## src/rtl/calendar_pkg.sv

```systemverilog
// Shared types, limits and the month-length helper for the calendar/alarm core.
//   alarm_state_t   : per-channel alarm state
//   days_in_month() : month length from month number (1..12) and leap flag
package calendar_pkg;

  typedef enum logic [1:0] {
    IDLE    = 2'd0,
    RINGING = 2'd1,
    SNOOZED = 2'd2
  } alarm_state_t;

  localparam logic [5:0] SEC_MAX  = 6'd59;
  localparam logic [5:0] MIN_MAX  = 6'd59;
  localparam logic [4:0] HRS_MAX  = 5'd23;
  localparam logic [2:0] DAY_SAT  = 3'd6;
  localparam logic [2:0] WKDAY_LO = 3'd1;
  localparam logic [2:0] WKDAY_HI = 3'd5;

  function automatic logic [4:0] days_in_month(input logic [3:0] month, input logic leap);
    case (month)
      4'd2:                      days_in_month = leap ? 5'd29 : 5'd28;
      4'd4, 4'd6, 4'd9, 4'd11:   days_in_month = 5'd30;
      default:                   days_in_month = 5'd31;
    endcase
  endfunction

endpackage

```

## src/rtl/alarm_channel.sv

```systemverilog
// One alarm channel: alarm time registers, ring/snooze state machine and the
// minute-boundary counter shared by the ringing and snoozed states.
// Ports:
//   clk_sys, rst_b       : clock, synchronous active-low reset
//   min_adv, hrs_adv     : advance this channel's alarm minute / hour (pre-qualified)
//   match                : alarm time reached on this minute boundary
//   min_tick             : minute boundary strobe
//   snooze, off          : user strobes (off wins)
//   enable               : channel enabled; low forces IDLE
//   alarm_min, alarm_hrs : alarm setting
//   ringing              : registered ringing flag
//
// state   | meaning
// IDLE    | waiting for a match
// RINGING | buzzing; cnt = minute boundaries left before self-clear
// SNOOZED | silent; cnt = minute boundaries left before re-ring
module alarm_channel
  import calendar_pkg::*;
#(
  parameter int SNOOZE_MIN = 9,
  parameter int RING_MIN   = 1
) (
  input  logic       clk_sys,
  input  logic       rst_b,
  input  logic       min_adv,
  input  logic       hrs_adv,
  input  logic       match,
  input  logic       min_tick,
  input  logic       snooze,
  input  logic       off,
  input  logic       enable,
  output logic [5:0] alarm_min,
  output logic [4:0] alarm_hrs,
  output logic       ringing
);

  localparam int CNT_MAX = (SNOOZE_MIN > RING_MIN) ? SNOOZE_MIN : RING_MIN;
  localparam int CNT_W   = (CNT_MAX < 1) ? 1 : $clog2(CNT_MAX + 1);
  localparam logic [CNT_W-1:0] RING_LD = CNT_W'(RING_MIN);
  localparam logic [CNT_W-1:0] SNZ_LD  = CNT_W'(SNOOZE_MIN);

  alarm_state_t     state;
  logic [CNT_W-1:0] cnt;

  always_ff @(posedge clk_sys) begin
    if (!rst_b) begin
      alarm_min <= '0;
      alarm_hrs <= '0;
      state     <= IDLE;
      cnt       <= '0;
      ringing   <= 1'b0;
    end else begin
      if (min_adv) alarm_min <= (alarm_min == MIN_MAX) ? 6'd0 : alarm_min + 6'd1;
      if (hrs_adv) alarm_hrs <= (alarm_hrs == HRS_MAX) ? 5'd0 : alarm_hrs + 5'd1;

      if (!enable) begin
        state   <= IDLE;
        ringing <= 1'b0;
      end else begin
        case (state)
          IDLE: begin
            if (match) begin
              state   <= RINGING;
              ringing <= 1'b1;
              cnt     <= RING_LD;
            end
          end
          RINGING: begin
            if (off) begin
              state   <= IDLE;
              ringing <= 1'b0;
            end else if (snooze) begin
              state   <= SNOOZED;
              ringing <= 1'b0;
              cnt     <= SNZ_LD;
            end else if (min_tick) begin
              // the boundary that would take the count to zero ends the ring
              if (cnt <= CNT_W'(1)) begin
                state   <= IDLE;
                ringing <= 1'b0;
              end else begin
                cnt <= cnt - CNT_W'(1);
              end
            end
          end
          SNOOZED: begin
            if (off) begin
              state <= IDLE;
            end else if (match || (min_tick && cnt <= CNT_W'(1))) begin
              state   <= RINGING;
              ringing <= 1'b1;
              cnt     <= RING_LD;
            end else if (min_tick) begin
              cnt <= cnt - CNT_W'(1);
            end
          end
          default: begin
            state   <= IDLE;
            ringing <= 1'b0;
          end
        endcase
      end
    end
  end

endmodule

```

## src/rtl/calendar_alarm_core.sv

```systemverilog
// Calendar (seconds..year, day-of-week, leap February) plus NUM_ALARMS alarm
// channels, all advanced by a one-second strobe on the system clock.
// Ports:
//   Clk, Reset                     : clock, synchronous active-low reset
//   Tick                           : one-second strobe
//   Timeset, Alarmset, Alarmsel    : mode levels and alarm select
//   Minadv..Yearadv                : one-cycle field advance strobes
//   Alarmon, Alarmwkday            : per-alarm enable / Mon-Fri-only
//   Snooze, Alarmoff               : strobes applied to every channel
//   Sec..Year                      : calendar fields
//   AlarmMin, AlarmHrs             : setting of alarm[Alarmsel]
//   Buzz, BuzzId                   : any ringing / lowest ringing index
module calendar_alarm_core
  import calendar_pkg::*;
#(
  parameter  int NUM_ALARMS = 2,
  parameter  int YEAR_MOD   = 100,
  parameter  int SNOOZE_MIN = 9,
  parameter  int RING_MIN   = 1,
  localparam int SEL_W      = (NUM_ALARMS > 1) ? $clog2(NUM_ALARMS) : 1,
  localparam int YR_W       = $clog2(YEAR_MOD)
) (
  input  logic                  Clk,
  input  logic                  Reset,
  input  logic                  Tick,
  input  logic                  Timeset,
  input  logic                  Alarmset,
  input  logic [SEL_W-1:0]      Alarmsel,
  input  logic                  Minadv,
  input  logic                  Hrsadv,
  input  logic                  Dayadv,
  input  logic                  Dateadv,
  input  logic                  Monthadv,
  input  logic                  Yearadv,
  input  logic [NUM_ALARMS-1:0] Alarmon,
  input  logic [NUM_ALARMS-1:0] Alarmwkday,
  input  logic                  Snooze,
  input  logic                  Alarmoff,
  output logic [5:0]            Sec,
  output logic [5:0]            Min,
  output logic [4:0]            Hrs,
  output logic [2:0]            Day,
  output logic [4:0]            Date,
  output logic [3:0]            Month,
  output logic [YR_W-1:0]       Year,
  output logic [5:0]            AlarmMin,
  output logic [4:0]            AlarmHrs,
  output logic                  Buzz,
  output logic [SEL_W-1:0]      BuzzId
);

  logic [4:0]      dim_cur, dim_new;
  logic            minute_tick, hour_tick, day_tick, month_tick, year_tick;
  logic [5:0]      sec_run, min_run;
  logic [4:0]      hrs_run, date_run, date_set;
  logic [2:0]      day_run;
  logic [3:0]      month_run, month_set;
  logic [YR_W-1:0] year_run, year_set, year_inc;

  assign dim_cur  = days_in_month(Month, Year[1:0] == 2'd0);
  assign year_inc = (Year == YR_W'(YEAR_MOD - 1)) ? '0 : Year + YR_W'(1);

  // carry chain for run mode; minute_tick is also the alarm minute boundary
  assign minute_tick = !Timeset && Tick && (Sec == SEC_MAX);
  assign hour_tick   = minute_tick && (Min == MIN_MAX);
  assign day_tick    = hour_tick && (Hrs == HRS_MAX);
  assign month_tick  = day_tick && (Date >= dim_cur);
  assign year_tick   = month_tick && (Month == 4'd12);

  assign sec_run   = Tick ? ((Sec == SEC_MAX) ? 6'd0 : Sec + 6'd1) : Sec;
  assign min_run   = minute_tick ? ((Min == MIN_MAX) ? 6'd0 : Min + 6'd1) : Min;
  assign hrs_run   = hour_tick ? ((Hrs == HRS_MAX) ? 5'd0 : Hrs + 5'd1) : Hrs;
  assign day_run   = day_tick ? ((Day == DAY_SAT) ? 3'd0 : Day + 3'd1) : Day;
  assign date_run  = day_tick ? (month_tick ? 5'd1 : Date + 5'd1) : Date;
  assign month_run = month_tick ? ((Month == 4'd12) ? 4'd1 : Month + 4'd1) : Month;
  assign year_run  = year_tick ? year_inc : Year;

  // set mode: each field wraps on its own; Date then clamps to the new month
  assign month_set = Monthadv ? ((Month == 4'd12) ? 4'd1 : Month + 4'd1) : Month;
  assign year_set  = Yearadv ? year_inc : Year;
  assign dim_new   = days_in_month(month_set, year_set[1:0] == 2'd0);

  always_comb begin
    date_set = Date;
    if (Dateadv) date_set = (Date >= dim_cur) ? 5'd1 : Date + 5'd1;
    if (date_set > dim_new) date_set = dim_new;
  end

  always_ff @(posedge Clk) begin
    if (!Reset) begin
      Sec   <= '0;
      Min   <= '0;
      Hrs   <= '0;
      Day   <= DAY_SAT;
      Date  <= 5'd1;
      Month <= 4'd1;
      Year  <= '0;
    end else if (Timeset) begin
      Sec   <= '0;
      if (Minadv) Min <= (Min == MIN_MAX) ? 6'd0 : Min + 6'd1;
      if (Hrsadv) Hrs <= (Hrs == HRS_MAX) ? 5'd0 : Hrs + 5'd1;
      if (Dayadv) Day <= (Day == DAY_SAT) ? 3'd0 : Day + 3'd1;
      Date  <= date_set;
      Month <= month_set;
      Year  <= year_set;
    end else begin
      Sec   <= sec_run;
      Min   <= min_run;
      Hrs   <= hrs_run;
      Day   <= day_run;
      Date  <= date_run;
      Month <= month_run;
      Year  <= year_run;
    end
  end

  logic [5:0]            alarm_min [NUM_ALARMS];
  logic [4:0]            alarm_hrs [NUM_ALARMS];
  logic [NUM_ALARMS-1:0] match, ring;
  logic                  wkday_next;

  assign wkday_next = (day_run >= WKDAY_LO) && (day_run <= WKDAY_HI);

  for (genvar i = 0; i < NUM_ALARMS; i++) begin : g_alarm
    logic sel_hit;
    assign sel_hit  = Alarmset && !Timeset && (Alarmsel == SEL_W'(i));
    // compare against the time the edge is about to show, so Buzz lands on xx:xx:00
    assign match[i] = minute_tick && Alarmon[i] &&
                      (alarm_min[i] == min_run) && (alarm_hrs[i] == hrs_run) &&
                      (!Alarmwkday[i] || wkday_next);

    alarm_channel #(
      .SNOOZE_MIN(SNOOZE_MIN),
      .RING_MIN  (RING_MIN)
    ) u_chan (
      .clk_sys  (Clk),
      .rst_b    (Reset),
      .min_adv  (sel_hit && Minadv),
      .hrs_adv  (sel_hit && Hrsadv),
      .match    (match[i]),
      .min_tick (minute_tick),
      .snooze   (Snooze),
      .off      (Alarmoff),
      .enable   (Alarmon[i]),
      .alarm_min(alarm_min[i]),
      .alarm_hrs(alarm_hrs[i]),
      .ringing  (ring[i])
    );
  end

  assign Buzz = |ring;

  always_comb begin
    AlarmMin = '0;
    AlarmHrs = '0;
    BuzzId   = '0;
    for (int i = 0; i < NUM_ALARMS; i++) begin
      if (Alarmsel == SEL_W'(i)) begin
        AlarmMin = alarm_min[i];
        AlarmHrs = alarm_hrs[i];
      end
    end
    for (int i = NUM_ALARMS - 1; i >= 0; i--) begin
      if (ring[i]) BuzzId = SEL_W'(i);
    end
  end

endmodule

```

## config.mk

```make
export PLATFORM = sky130hd
export DESIGN_NAME = calendar_alarm_core
export DESIGN_NICKNAME = d
export VERILOG_FILES = /design/src/rtl/calendar_pkg.sv /design/src/rtl/alarm_channel.sv /design/src/rtl/calendar_alarm_core.sv
export SDC_FILE = /design/constraint.sdc
export NUM_CORES = 1
export LEC_CHECK = 0
export CAP_MARGIN = 10
export CELL_PAD_IN_SITES_DETAIL_PLACEMENT = 0
export CELL_PAD_IN_SITES_GLOBAL_PLACEMENT = 2
export CORE_ASPECT_RATIO = 1.1
export CORE_MARGIN = 4
export CORE_UTILIZATION = 33
export CTS_CLUSTER_SIZE = 10
export DETAILED_ROUTE_END_ITERATION = 6
export PLACE_DENSITY_LB_ADDON = 0.1
export SKIP_CTS_REPAIR_TIMING = 1
export SYNTH_ARGS = -nofsm -noshare
export SYNTH_HDL_FRONTEND = slang
export SYNTH_HIERARCHICAL = 1
export SYNTH_SLANG_ARGS = --single-unit
```

## constraint.sdc

```tcl
create_clock -name Clk -period 4.55 [get_ports Clk]
set_clock_uncertainty 0.15 [all_clocks]
set_input_delay 0.455 -clock Clk [delete_from_list [all_inputs] [get_ports Clk]]
set_output_delay 0.455 -clock Clk [all_outputs]
set_load 0.01 [all_outputs]
```

# Word level (Yosys, flattened, before mapping)
# Index checks and enable logic that the tools add are counted.
[classes]
add_sub_neg = 13
order_cmp = 6
n_eq_ne = 52
n_mux = 89
n_bitwise = 2
reduce_logical = 53
[op_table]
columns = ["operator", "n"]
rows = [
  ["$mux W4", 20],
  ["$mux W5", 13],
  ["$mux W6", 8],
  ["$mux W2", 14],
  ["$mux W7", 4],
  ["$add A6 B1 Y6 const B", 4],
  ["$eq A6 B6 Y1 const B", 4],
  ["$logic_and A1 B1 Y1", 24],
  ["$pmux W4 S3", 2],
  ["$add A5 B1 Y5 const B", 4],
  ["$eq A4 B4 Y1 const B", 5],
  ["$mux W1", 18],
  ["$eq A4 B3 Y1 const B", 4],
  ["$ne A2 B1 Y1 const B", 8],
  ["$reduce_and A8 Y1", 2],
  ["$eq A5 B5 Y1 const B", 3],
  ["$eq A6 B6 Y1", 2],
  ["$mux W3", 4],
  ["$ne A3 B2 Y1 const B", 4],
  ["$ne A4 B3 Y1 const B", 3],
  ["$pmux W2 S3", 2],
  ["$eq A5 B5 Y1", 2],
  ["$reduce_and A5 Y1", 2],
  ["$ne A3 B3 Y1 const B", 3],
  ["other kinds (29)", 56],
]
[totals]
register_bits = 72
in_bits = 18
out_inout_bits = 49
word_cells = 233

# Depth between registers and ports, before layout
[depth]
ltp_word = 14
depth_mapped = 18
mapped_depth_nobuf = 17

# Hierarchy
# Netlist, hierarchy kept.
[by_module_without_submodules]
columns = ["module", "instances", "cells_each", "area_per_inst_um2", "seq_area_each_um2"]
rows = [
  ["calendar_alarm_core", 1, 416, 3101.7, 720.7],
  ["alarm_channel", 2, 121, 1041.0, 360.3],
]

# Least setup slack after synthesis
# Ideal clock, no wire load.
[synth_timing]
path_kind = "reg-to-reg"
start = "register Month[0]"
end = "register Date[1]"
setup_ps = 79
arrival_ps = 3584
required_time_ps = 4321
path_slack_ps = 737
stages_incl_launch_ff = 19
path_buffers = 1
period_less_slack_ps = 3813
path_cell_list = "dfxtp_1 > clkbuf_1 > inv_1 > ha_1 > o21ai_0 > o21ai_0 > o21ai_0 > ha_1 > nand2b_1 > a21o_1 > nand4_1 > nand3_1 > o21ai_0 > ha_1 > nand2_1 > o2111ai_1 > a311o_1 > or3_1 > o211ai_1"
[synth_between]
elab_chain_len = 9
word_cells_on_any_way = 27
classes_between = "add/sub: 1; order compare: 2; eq/ne: 11; mux: 10; reduce/logical: 3"
[synth_lines]
columns = ["element", "line", "source"]
rows = [
  ["start, declared", "calendar_alarm_core.sv:44", "output logic [3:0] Month,"],
  ["start signal, assigned", "calendar_alarm_core.sv:104", "Month <= month_set;"],
  ["start signal, assigned", "calendar_alarm_core.sv:112", "Month <= month_run;"],
  ["$add A4 B1 Y4 (tied with other cells)", "calendar_alarm_core.sv:79", "assign month_set = Monthadv ? ((Month == 4'd12) ? 4'd1 : Month + 4'd1) : Month;"],
  ["$mux W4 / $reduce_or A4 Y1 (equally long branches)", "calendar_alarm_core.sv:79, calendar_pkg.sv:20", ""],
  ["$mux W4 / $pmux W2 S2 (equally long branches)", "calendar_alarm_core.sv:79, calendar_pkg.sv:20", ""],
  ["$eq A4 B3 Y1 (tied with other cells)", "calendar_pkg.sv:20", "case (month)"],
  ["$reduce_or A4 Y1 / $mux W5 (equally long branches)", "calendar_pkg.sv:20, calendar_alarm_core.sv:85", ""],
  ["$pmux W2 S2 / $mux W5 (equally long branches)", "calendar_pkg.sv:20, calendar_alarm_core.sv:85", ""],
  ["$gt A5 B5 Y1", "calendar_alarm_core.sv:86", "if (date_set > dim_new) date_set = dim_new;"],
  ["$mux W5", "calendar_alarm_core.sv:86", ""],
  ["$mux W5 *", "calendar_alarm_core.sv:98", "end else if (Timeset) begin"],
  ["end signal, assigned", "calendar_alarm_core.sv:103", "Date <= date_set;"],
  ["end signal, assigned", "calendar_alarm_core.sv:111", "Date <= date_run;"],
  ["end, declared", "calendar_alarm_core.sv:43", "output logic [4:0] Date,"],
]
# Mark *: on every way between the ends. The rest lies on a longest branch, timed or not. The select of a mux whose other input is x is not followed.
# A chain may end at the register's enable or synchronous reset.

# Final worst setup path
[layout_timing]
start = "register Min[1]"
end = "register g_alarm[1].u_chan.cnt[2]"
[layout_between]
elab_chain_len = 12
word_cells_on_any_way = 24
classes_between = "add/sub: 1; order compare: 2; eq/ne: 5; mux: 7; reduce/logical: 9"
[layout_lines]
columns = ["element", "line", "source"]
rows = [
  ["start, declared", "calendar_alarm_core.sv:40", "output logic [5:0] Min,"],
  ["start signal, assigned", "calendar_alarm_core.sv:100", "if (Minadv) Min <= (Min == MIN_MAX) ? 6'd0 : Min + 6'd1;"],
  ["start signal, assigned", "calendar_alarm_core.sv:108", "Min <= min_run;"],
  ["parallel branches: the longest is 7 deep, another holds $add A6 B1 Y6", "--", ""],
  ["$logic_and A1 B1 Y1 *", "calendar_alarm_core.sv:129", "(alarm_min[i] == min_run) && (alarm_hrs[i] == hrs_run) &&"],
  ["via match[1]", "calendar_alarm_core.sv:119", "logic [NUM_ALARMS-1:0] match, ring;"],
  ["$logic_or A1 B1 Y1", "alarm_channel.sv:89", "end else if (match || (min_tick && cnt <= CNT_W'(1))) begin"],
  ["$mux W4", "alarm_channel.sv:89", ""],
  ["$mux W4", "alarm_channel.sv:87", "if (off) begin"],
  ["$pmux W4 S3", "alarm_channel.sv:60", "case (state)"],
  ["end signal, assigned", "alarm_channel.sv:82", "cnt <= cnt - CNT_W'(1);"],
  ["end signal, assigned", "alarm_channel.sv:94", "cnt <= cnt - CNT_W'(1);"],
  ["end, declared", "alarm_channel.sv:43", "logic [CNT_W-1:0] cnt;"],
]
# Mark *: on every way through the listed nets, which the timed path passes. The select of a mux whose other input is x is not followed.

==> metrics.md <==
| Metric | Value |
|---|---|
| Routed WL | 15300 um |
| Ys async rst share | 0% |
| Max clock buf depth | 2 |
| Ports | 67 |
| Hold Crit Endpoint | g_alarm[1].u_chan/cnt[1] |
| Main synth FF type | dfxtp_1 |
| Crit Path Category | register to register |
| Multi-input gate area in the final layout | 3520 um^2 |
| CORE AREA | 15200 um^2 |
| Vias in the first global route | 4815 |
| Status | completed |
| Total GRT Usage | 17.3% |
| Die Wd | 128 um |
| RSZ-0062 raised after global routing | no |
| Crit-path cells | ha_1 > nand2b_1 > nor4_2 > mux2i_1 > xor2_1 > a211oi_1 > nand4_1 > nor4_1 > nand2b_1 > nand2_1 > nor4_4 > a21boi_0 > o22ai_1 |
| Most common cell after layout, fill and taps aside | nor2_1 |
| # H-tree levels | 3 |
| EDFF count, synth | 0 |
| Register area | 1440 um^2 |
| Starting DRC count in detailed routing | 225 |
| Worst-Skew Late Latency | 340 ps |
| Crit-path max FO | 8 |
| Fin Setup TNS | 0 ps |
| DR vias/cell | 5.39 |
| Detail Route met2 WL | 7050 um |
| Fill count | 1549 |
| Final ANT Viol Nets | 0 |
| Area growth, synth to finish | 23.3% |
| Flop2flop setup slack | 520 ps |
| Area of the mapped netlist | 5180 um^2 |
| Worst-margin pin slew | 929 ps |
| Clock transition at path regs | 60 ps |
| Placer Congestion | 0.894 |
| Worst vdd ir | 0.163 mV |
| Share of layout cells above drive strength 1 | 7.97% |
| Initial core utilization | 34.0% |
| First-pass GRT wire length | 24900 um |
| Crit path DAT | 4100 ps |
| Final net count | 771 |
| Critical Path Source Type | register |
| R2R Path Start | Min[1] |
| Fin worst setup slack | 523 ps |
| Top sig layer | met4 |
| WL per Instance | 16.6 um |
| Site Rows | 47 |
| Largest net degree at the start of global routing | 23 |
| Period utilization | 88.5% |
| CTS Sinks | 72 |
| CP dominant cell by count | nand2b_1 |
| Congestion Overflow GR | 0 |
| Slowest Stage Delay on Critical Path | 550 ps |
| Port bufs | 66 |
| Root buffer cell | clkbuf_16 |
| CP max stage cell | nor4_2 |
| Die area | 17800 um^2 |
| Chip Height | 139 um |
| Rel. slew slack | 38.0% |
| Post-synth net total | 706 |
| Hold Crit Start | g_alarm[1].u_chan/cnt[1] |
| Synth Warn # | 6 |
| Critical R2R Capture | g_alarm[1].u_chan/cnt[2] |
| Leak | 2.38 nW |
| M1 wire length | 7200 um |
| Critical path data required time | 4630 ps |
| # setup viols final | 0 |
| Cell count after synthesis | 658 |
| Synth cell types | 66 |
| Initial antenna violation count | 0 |
| Pre-Repair DR Iteration Count | 4 |
| Diode count | 0 |
| Syn avg cell area | 7.88 um^2 |
| Hold/Removal Path Class | register to register |
| Slew Limit Fails | 0 |
| MaxCap Viol Count | 0 |
| Power per cell area | 254 nW/um^2 |
| Synthesized flop and latch total | 72 |
| DRC violations left | 0 |
| Most frequent cells in the layout | nor2_1 (73), dfxtp_1 (72), clkdlybuf4s50_1 (66) |
| Pre-CTS setup slack | 296 ps |
| Worst R2R Path Depth | 13 |
| Crit path time final | 4030 ps |
| Inserted Clock Buffers | 9 |
| Hpwl dp | 11500 um |
| Achievable clock frequency | 248 MHz |
| Crit end category | register |
| CTS tree | yes |
| Vias after detailed routing | 4981 |
| Sequential share of the synthesized area | 27.8% |
| Met3 Wirelength | 631 um |
| Final Hold Fails | 0 |
| Hold Path Stages | 2 |
layout make-up:
type / instances / area share (%)
multi-input cells: 531 / 55.1
flip-flops and latches: 72 / 22.5
repair buffers: 77 / 11.6
well taps: 196 / 3.84
clock buffers: 10 / 3.74
inverters: 32 / 1.88
clock inverters: 6 / 1.29
where the power goes:
part	internal [mW]	switching, mW	total, mW
sequential	0.642	0.0264	0.669
combinational	0.0826	0.0964	0.179
clock	0.492	0.285	0.777
total	1.22	0.408	1.63
how the worst max path moves through the flow:
stage,from,cells after the start,endpoint,slack [ps]
6_report,Min[1],13,g_alarm[1].u_chan/cnt[2],520
4_1_cts,Min[1],13,g_alarm[1].u_chan/cnt[2],500
3_5_place_dp,Tick,13,g_alarm[1].u_chan/cnt[2],300
2_1_floorplan,Month[0],18,Date[1],740
5_1_grt,Min[1],13,g_alarm[1].u_chan/cnt[2],100
3_3_place_gp,Tick,14,g_alarm[0].u_chan/cnt[2],400
through the flow:
stage | power [mW] | hold WS, ps | std cells | utilization [%] | area [um^2]
floorplan | 0.781 | 309 | 658 | - | 5180
global placement | 0.862 | 325 | 908 | 39.9 | 6070
detailed placement | 0.862 | 327 | 908 | 39.9 | 6070
CTS | 1.65 | 338 | 924 | 42.0 | 6390
global route | 1.70 | 366 | 924 | 42.0 | 6390
finish | 1.63 | 338 | 924 | 42.0 | 6390
state kept, by name, indices dropped and copies added (netlist names):
signal                    count
g_alarm.u_chan/alarm_hrs     10
Year                          7
Hrs                           5
g_alarm.u_chan/state          4
Min                           6
Month                         4
Sec                           6
g_alarm.u_chan/cnt            8
g_alarm.u_chan/alarm_min     12
g_alarm.u_chan/ringing        2
Date                          5
Day                           3
routing by layer:
metal | GRT usage, % | up-vias
li1 | - | 2494
met4 | 8.19 | 0
met5 | 0 | -
met3 | 2.57 | 25
met1 | 22.9 | 2349
met2 | 27.6 | 113
worst max-delay path: cells and delay by family, from the launching register on:
kind | cells | cell delay [ps]
compound gates | 3 | 570
flops | 1 | 380
xor+xnor | 1 | 100
mux | 1 | 320
simple gates | 7 | 2040
fa+ha+maj | 1 | 340
cells by family (layout without fill, tap and decap cells):
group / after synthesis / in the layout / synth area share [%]
buffers and inverters: 55 / 125 / 4.25
adders and majority gates: 30 / 30 / 7.24
and+or+nand+nor: 273 / 273 / 28.3
AOI/OAI and AO/OA: 155 / 155 / 19.0
DFF: 72 / 72 / 27.8
muxes: 30 / 30 / 6.08
xor gates and xnor gates: 43 / 43 / 7.27
cells in the mapped netlist, drive strengths merged, types with 7 or more instances:
cell | n | share of area, %
a211oi | 8 | 1.2
a21oi | 52 | 5.0
a31oi | 7 | 0.84
and3 | 9 | 1.1
clkbuf | 18 | 1.3
dfxtp | 72 | 28
ha | 30 | 7.2
inv | 31 | 2.2
mux2 | 12 | 2.6
mux2i | 18 | 3.5
nand2 | 58 | 4.2
nand2b | 17 | 2.2
nand3 | 24 | 2.3
nand3b | 7 | 1.0
nand4 | 12 | 1.6
nor2 | 75 | 5.5
nor2b | 10 | 1.2
nor3 | 21 | 2.0
nor4 | 7 | 2.1
o21ai | 37 | 3.6
xnor2 | 19 | 3.2
xor2 | 24 | 4.1
Note: power is estimated with default switching activity, not from simulation.
